==> src/rtl/brick_field.sv <==
// Brick wall: latches ball hit events into a per-brick level table and renders the
// two-row wall through a 2-cycle pixel pipeline. Optional macro HIT_FLASH_EN adds hit flashing.
module brick_field #(
  parameter int NUM_BLOCKS      = 10,
  parameter int BLOCKS_PER_ROW  = 5,
  parameter int BLOCK_SPACING_X = 40,
  parameter int BLOCK_WIDTH     = 80,
  parameter int BLOCK_HEIGHT    = 30,
  parameter int FIRST_ROW_Y     = 40,
  parameter int SECOND_ROW_Y    = 90,
  parameter int FLASH_FRAMES    = 8
) (
  input  logic       clk,
  input  logic       reset,
  input  logic       erase_enable,
  input  logic [5:0] e_pos,
  input  logic [1:0] active_data,
  input  logic [9:0] pixel_x,
  input  logic [9:0] pixel_y,
  input  logic       video_on,
  input  logic       frame_tick,
  output logic [7:0] rgb,
  output logic       brick_pixel,
  output logic [3:0] blocks_left,
  output logic       all_cleared
);

  localparam int IDX_W = $clog2(NUM_BLOCKS);

  logic [1:0]       level_q [NUM_BLOCKS];
  logic [1:0]       level_d [NUM_BLOCKS];
  logic [3:0]       blocks_left_q, blocks_left_d;
  logic             all_cleared_q, all_cleared_d;
  logic             s1_inside_q, s1_inside_d;
  logic [IDX_W-1:0] s1_idx_q, s1_idx_d;
  logic             s1_video_q, s1_video_d;
  logic [7:0]       rgb_q, rgb_d;
  logic             brick_pixel_q, brick_pixel_d;

  logic [10:0]      px, py;
  logic             row_hit, row_sel, col_hit;
  logic [IDX_W-1:0] col_sel;
  logic [1:0]       rd_level;

  assign px = {1'b0, pixel_x};
  assign py = {1'b0, pixel_y};

  // Levels only ever rise, so a late or repeated weaker hit cannot revive a brick.
  always_comb begin
    level_d = level_q;
    for (int i = 0; i < NUM_BLOCKS; i++) begin
      if (erase_enable && e_pos == 6'(i) && active_data > level_q[i])
        level_d[i] = active_data;
    end
  end

  always_comb begin
    blocks_left_d = '0;
    for (int i = 0; i < NUM_BLOCKS; i++) begin
      if (level_q[i] != 2'd3)
        blocks_left_d = blocks_left_d + 4'd1;
    end
    all_cleared_d = (blocks_left_d == 4'd0);
  end

  always_comb begin
    row_hit = 1'b0;
    row_sel = 1'b0;
    col_hit = 1'b0;
    col_sel = '0;
    if (py >= 11'(FIRST_ROW_Y) && py < 11'(FIRST_ROW_Y + BLOCK_HEIGHT)) begin
      row_hit = 1'b1;
    end else if (py >= 11'(SECOND_ROW_Y) && py < 11'(SECOND_ROW_Y + BLOCK_HEIGHT)) begin
      row_hit = 1'b1;
      row_sel = 1'b1;
    end
    for (int c = 0; c < BLOCKS_PER_ROW; c++) begin
      if (px >= 11'(BLOCK_SPACING_X + c * (BLOCK_WIDTH + BLOCK_SPACING_X)) &&
          px <  11'(BLOCK_SPACING_X + c * (BLOCK_WIDTH + BLOCK_SPACING_X) + BLOCK_WIDTH)) begin
        col_hit = 1'b1;
        col_sel = IDX_W'(c);
      end
    end
    s1_idx_d    = row_sel ? col_sel + IDX_W'(BLOCKS_PER_ROW) : col_sel;
    s1_inside_d = row_hit && col_hit && (s1_idx_d < IDX_W'(NUM_BLOCKS));
    s1_video_d  = video_on;
  end

`ifdef HIT_FLASH_EN
  localparam int FL_W = $clog2(FLASH_FRAMES + 1);

  logic [FL_W-1:0] flash_q [NUM_BLOCKS];
  logic [FL_W-1:0] flash_d [NUM_BLOCKS];

  // A level increase reloads the counter even if a frame tick lands on the same edge.
  always_comb begin
    flash_d = flash_q;
    for (int i = 0; i < NUM_BLOCKS; i++) begin
      if (level_d[i] != level_q[i])
        flash_d[i] = FL_W'(FLASH_FRAMES);
      else if (frame_tick && flash_q[i] != '0)
        flash_d[i] = flash_q[i] - FL_W'(1);
    end
  end

  always_ff @(posedge clk or posedge reset) begin
    if (reset) begin
      for (int i = 0; i < NUM_BLOCKS; i++) flash_q[i] <= '0;
    end else begin
      flash_q <= flash_d;
    end
  end
`else
  localparam int unused_flash_frames = FLASH_FRAMES;
  logic unused_frame_tick;
  assign unused_frame_tick = frame_tick;
`endif

  // Stage 2 reads the table before this edge's write lands, giving the defined collision order.
  always_comb begin
    rd_level      = level_q[s1_idx_q];
    rgb_d         = 8'h00;
    brick_pixel_d = 1'b0;
    if (s1_video_q && s1_inside_q && rd_level != 2'd3) begin
      brick_pixel_d = 1'b1;
      case (rd_level)
        2'd0:    rgb_d = 8'hE0;
        2'd1:    rgb_d = 8'hFC;
        2'd2:    rgb_d = 8'h1C;
        default: rgb_d = 8'h00;
      endcase
`ifdef HIT_FLASH_EN
      if (flash_q[s1_idx_q] != '0)
        rgb_d = 8'hFF;
`endif
    end
  end

  always_ff @(posedge clk or posedge reset) begin
    if (reset) begin
      for (int i = 0; i < NUM_BLOCKS; i++) level_q[i] <= 2'd0;
      blocks_left_q <= 4'(NUM_BLOCKS);
      all_cleared_q <= 1'b0;
      s1_inside_q   <= 1'b0;
      s1_idx_q      <= '0;
      s1_video_q    <= 1'b0;
      rgb_q         <= 8'h00;
      brick_pixel_q <= 1'b0;
    end else begin
      level_q       <= level_d;
      blocks_left_q <= blocks_left_d;
      all_cleared_q <= all_cleared_d;
      s1_inside_q   <= s1_inside_d;
      s1_idx_q      <= s1_idx_d;
      s1_video_q    <= s1_video_d;
      rgb_q         <= rgb_d;
      brick_pixel_q <= brick_pixel_d;
    end
  end

  assign rgb         = rgb_q;
  assign brick_pixel = brick_pixel_q;
  assign blocks_left = blocks_left_q;
  assign all_cleared = all_cleared_q;

endmodule

==> config.mk <==
export PLATFORM = sky130hd
export DESIGN_NAME = brick_field
export DESIGN_NICKNAME = d
export VERILOG_FILES = /design/src/rtl/brick_field.sv
export SDC_FILE = /design/constraint.sdc
export NUM_CORES = 1
export LEC_CHECK = 0
export ABC_AREA = 1
export BUFFER_PORTS_ARGS = -buffer_cell sky130_fd_sc_hd__clkbuf_2
export CORE_MARGIN = 2
export CORE_UTILIZATION = 63
export CTS_CLUSTER_DIAMETER = 100
export CTS_CLUSTER_SIZE = 10
export DETAILED_ROUTE_END_ITERATION = 6
export PLACE_DENSITY = 0.87
export SLEW_MARGIN = 20
export SYNTH_ARGS = -nofsm -noshare
export SYNTH_HDL_FRONTEND = slang
export SYNTH_SLANG_ARGS = --single-unit
==> constraint.sdc <==
create_clock -name clk -period 13.1 [get_ports clk]
set_clock_uncertainty 0.1 [all_clocks]
set_input_delay 2.62 -clock clk [delete_from_list [all_inputs] [get_ports clk]]
set_output_delay 2.62 -clock clk [all_outputs]
set_load 0.05 [all_outputs]
==> metrics.yaml <==
floorplanning:
  num_rows: 25
  die_y_um: 74.9
  dieWidth_um: 74.9
  coreArea_sq_mm: 0.00479
  initial_core_util: 0.661
  ios: 47
  die_area_sq_mm: 0.00561
setup_path:
  cp_common_cell: "nand2_1"
  crit_path_max_incr_delay_ns: 0.43
  crit_arrival_ns: 4.96
  critPathMaxFanout: 4
  start_kind: "flop"
  worstSetupPathType: "reg2reg"
  r2r-start: "level_q[18]$_DFFE_PP0P_"
  r2r-end: "all_cleared$_DFF_PP0_"
  ff2ff_path_depth: 32
  critPathRequiredTime_ns: 13.23
  end_kind: "flop"
  crit_slowest_cell: "dfrtp_1"
  rrSetupSlack_ns: 8.27
power_and_ir_drop:
  ir_drop_mv: 0.0706
  p_int_uw: 214
  p_comb_frac: 0.437
  switching_share: 0.413
  leakage_nw: 2.00
  power.density_mw_per_mm2: 105
  p_clk_frac: 0.207
  p_seq_frac: 0.355
  power_uw: 365
  p_switching_uw: 151
outcome:
  status: "complete, no violations"
drt:
  drtIter0Drc: 122
  wl_per_cell_um: 11.4
  finalWirelength_um: 6610
  topRoutingLayerUsed: "met4"
  met1Wirelength_um: 2890
  wl_met3_um: 215
  vias: 3031
  drtAntennaViolNets: 0
  via_per_inst: 5.24
  wl_met2_um: 3340
  drc: 0
  drt_first_pass_iters: 4
timing:
  final_max_slew_viol_count: 0
  slew_headroom: 0.566
  final.setup.tns_ns: 0
  rsz0062_at_grt: "no"
  hold_viol_final: 0
  tightest_slew_ns: 0.650
  finalCritPeriodShare: 0.369
  min_period_ns: 4.83
  worst_hold_slack_ns: 0.392
  max_freq_ghz: 0.207
  finalSetupViolCount: 0
synthesis:
  synth_simple_gate_area_frac: 0.348
  syn_area_sq_mm: 0.00316
  synth_xor_xnor_area_share: 0.0182
  synth_cell_types: 34
  yosys.area.top_type: "dfrtp_1"
  synth-seq-cells: 34
  syn_area_per_cell_sq_um: 6.73
  netlist_instances: 470
  synth_top_area_share: 0.253
  ys_top_cells_by_area: "dfrtp_1 25%, nand2_1 15%, ha_1 13%, inv_1 8.5%, o21ai_0 5.9%"
  ys_warn_count: 0
  ys_seq_area_frac: 0.270
  synth_top_family_by_area: "simple AND/OR/NAND/NOR gates"
  synth_mux_area_frac: 0
  synthAdderAreaFrac: 0.127
  synth_compound_gate_area_share: 0.129
clocking:
  clockBufferDepth: 2
  cts_setup_buffers: 0
  cts-root-buf: "clkbuf_8"
  cts_tree: "yes"
  cts_resized: 0
  clkSinkCount: 34
  hold_buffers: 0
  ctsHtreeMaxLevel: 2
  worstSkewPairLatency_ns: 0.29
  cts_buffers: 5
  cts.clk_slew.worst_paths_ns: 0.07
min_path:
  holdPathStages: 2
  min_path_type: "reg2reg"
  hp-start: "s1_inside_q$_DFF_PP0_"
  min_to: "brick_pixel$_DFF_PP0_"
grt:
  grt.total_usage: 0.256
  grt_pass1_vias: 2803
  grt_pass1_wl_um: 11200
  grt-ovfl-total: 0
  grt_max_degree: 35
  antenna_found_initial: 0
cells_and_area:
  synthToLayoutAreaGrowth_pct: 10.2
  drive_gt1_frac: 0.155
  final_cell_mix: "130 x nand2_1, 72 x inv_1, 39 x clkbuf_2"
  final_nets: 575
  diodes: 0
  layout_commonest_cell: "nand2_1"
placed_design:
  dp_hpwl_um: 5360
  numPortBuffers: 39
  place_congestion: 0.864
job:
  cap_violations: 0
==> how the worst max path moves through the flow <==
stage | start | end | depth (start not counted)
detailed placement | level_q[18]$_DFFE_PP0P_ | all_cleared$_DFF_PP0_ | 32
floorplan | level_q[18]$_DFFE_PP0P_ | all_cleared$_DFF_PP0_ | 32
finish | level_q[18]$_DFFE_PP0P_ | all_cleared$_DFF_PP0_ | 32
global placement | level_q[18]$_DFFE_PP0P_ | all_cleared$_DFF_PP0_ | 32
global route | level_q[18]$_DFFE_PP0P_ | all_cleared$_DFF_PP0_ | 32
CTS | level_q[18]$_DFFE_PP0P_ | all_cleared$_DFF_PP0_ | 32
==> per-layer routing <==
metal	GRT usage	vias to the layer above
met5	0	-
met4	0.119	0
met3	0.0388	13
met2	0.459	52
met1	0.298	1365
li1	-	1601
==> worst max-delay path, delay by kind of cell (launching register included) <==
kind                       cells  cell delay [ns]
and+or+nand+nor               22             2.41
adders and majority gates      4             1.11
DFF                            1             0.43
xor gates and xnor gates       1             0.37
buffers and inverters          5             0.33
==> cells in the mapped netlist <==
| cell type | n |
|---|---|
| or2_0 | 1 |
| nand4_1 | 4 |
| a211oi_1 | 2 |
| ha_1 | 32 |
| nand3_2 | 8 |
| o211ai_1 | 4 |
| o21ai_0 | 37 |
| inv_2 | 2 |
| xnor3_1 | 1 |
| buf_4 | 6 |
| xor2_1 | 1 |
| and2_1 | 1 |
| dfrtp_1 | 32 |
| inv_1 | 72 |
| a21oi_1 | 17 |
| a31oi_1 | 1 |
| dfstp_2 | 2 |
| clkbuf_1 | 2 |
| nand3b_1 | 1 |
| nor2_2 | 2 |
| nand2_2 | 10 |
| xnor2_1 | 3 |
| o31ai_1 | 2 |
| nor3_1 | 4 |
| clkinv_1 | 3 |
| nand2_4 | 4 |
| nand2_1 | 130 |
| o2111ai_1 | 6 |
| nor4_1 | 1 |
| conb_1 | 1 |
| o221ai_1 | 2 |
| or2_2 | 5 |
| nor2_1 | 36 |
| nand3_1 | 35 |
==> cells by family (layout without fill, tap and decap cells) <==
logic type | count (synthesis) | in the layout
flops | 34 | 34
other cells | 1 | 2
fa+ha+maj | 32 | 32
compound gates | 71 | 71
xor+xnor | 5 | 5
buf+inv | 85 | 125
simple gates | 242 | 242
==> per-stage QoR <==
stage,utilization,instance area (sq um),worst slack [ns],std cells
after floorplan,-,3170,8.75,471
after global placement,0.711,3400,8.41,570
after detailed placement,0.711,3400,8.28,570
final,0.728,3490,8.27,578
after CTS,0.728,3490,8.25,578
after global routing,0.728,3490,7.87,578
==> power by group through the flow <==
stage	Sequential, mW	Combinational, mW	Clock [mW]
finish	0.130	0.160	0.0756
global route	0.131	0.182	0.0808
CTS	0.129	0.161	0.0774
detailed placement	0.131	0.159	0
global placement	0.131	0.153	0
floorplan	0.151	0.106	0
==> state kept, by name (all words and copies together), names as in the netlist <==
name and count:
all_cleared 1, blocks_left 4, brick_pixel 1, s1_inside_q 1
rgb 2, level_q 20, s1_video_q 1, s1_idx_q 4
==> final cells by class <==
type	instances	area, sq um
clock buffer	7	76.3
fill	390	1300
timing repair buffer	40	203
multi-input combinational	352	1970
clock inverter	1	7.51
tap	67	83.8
sequential	34	853
inverter	77	289
(Power assumes the default switching activity.)
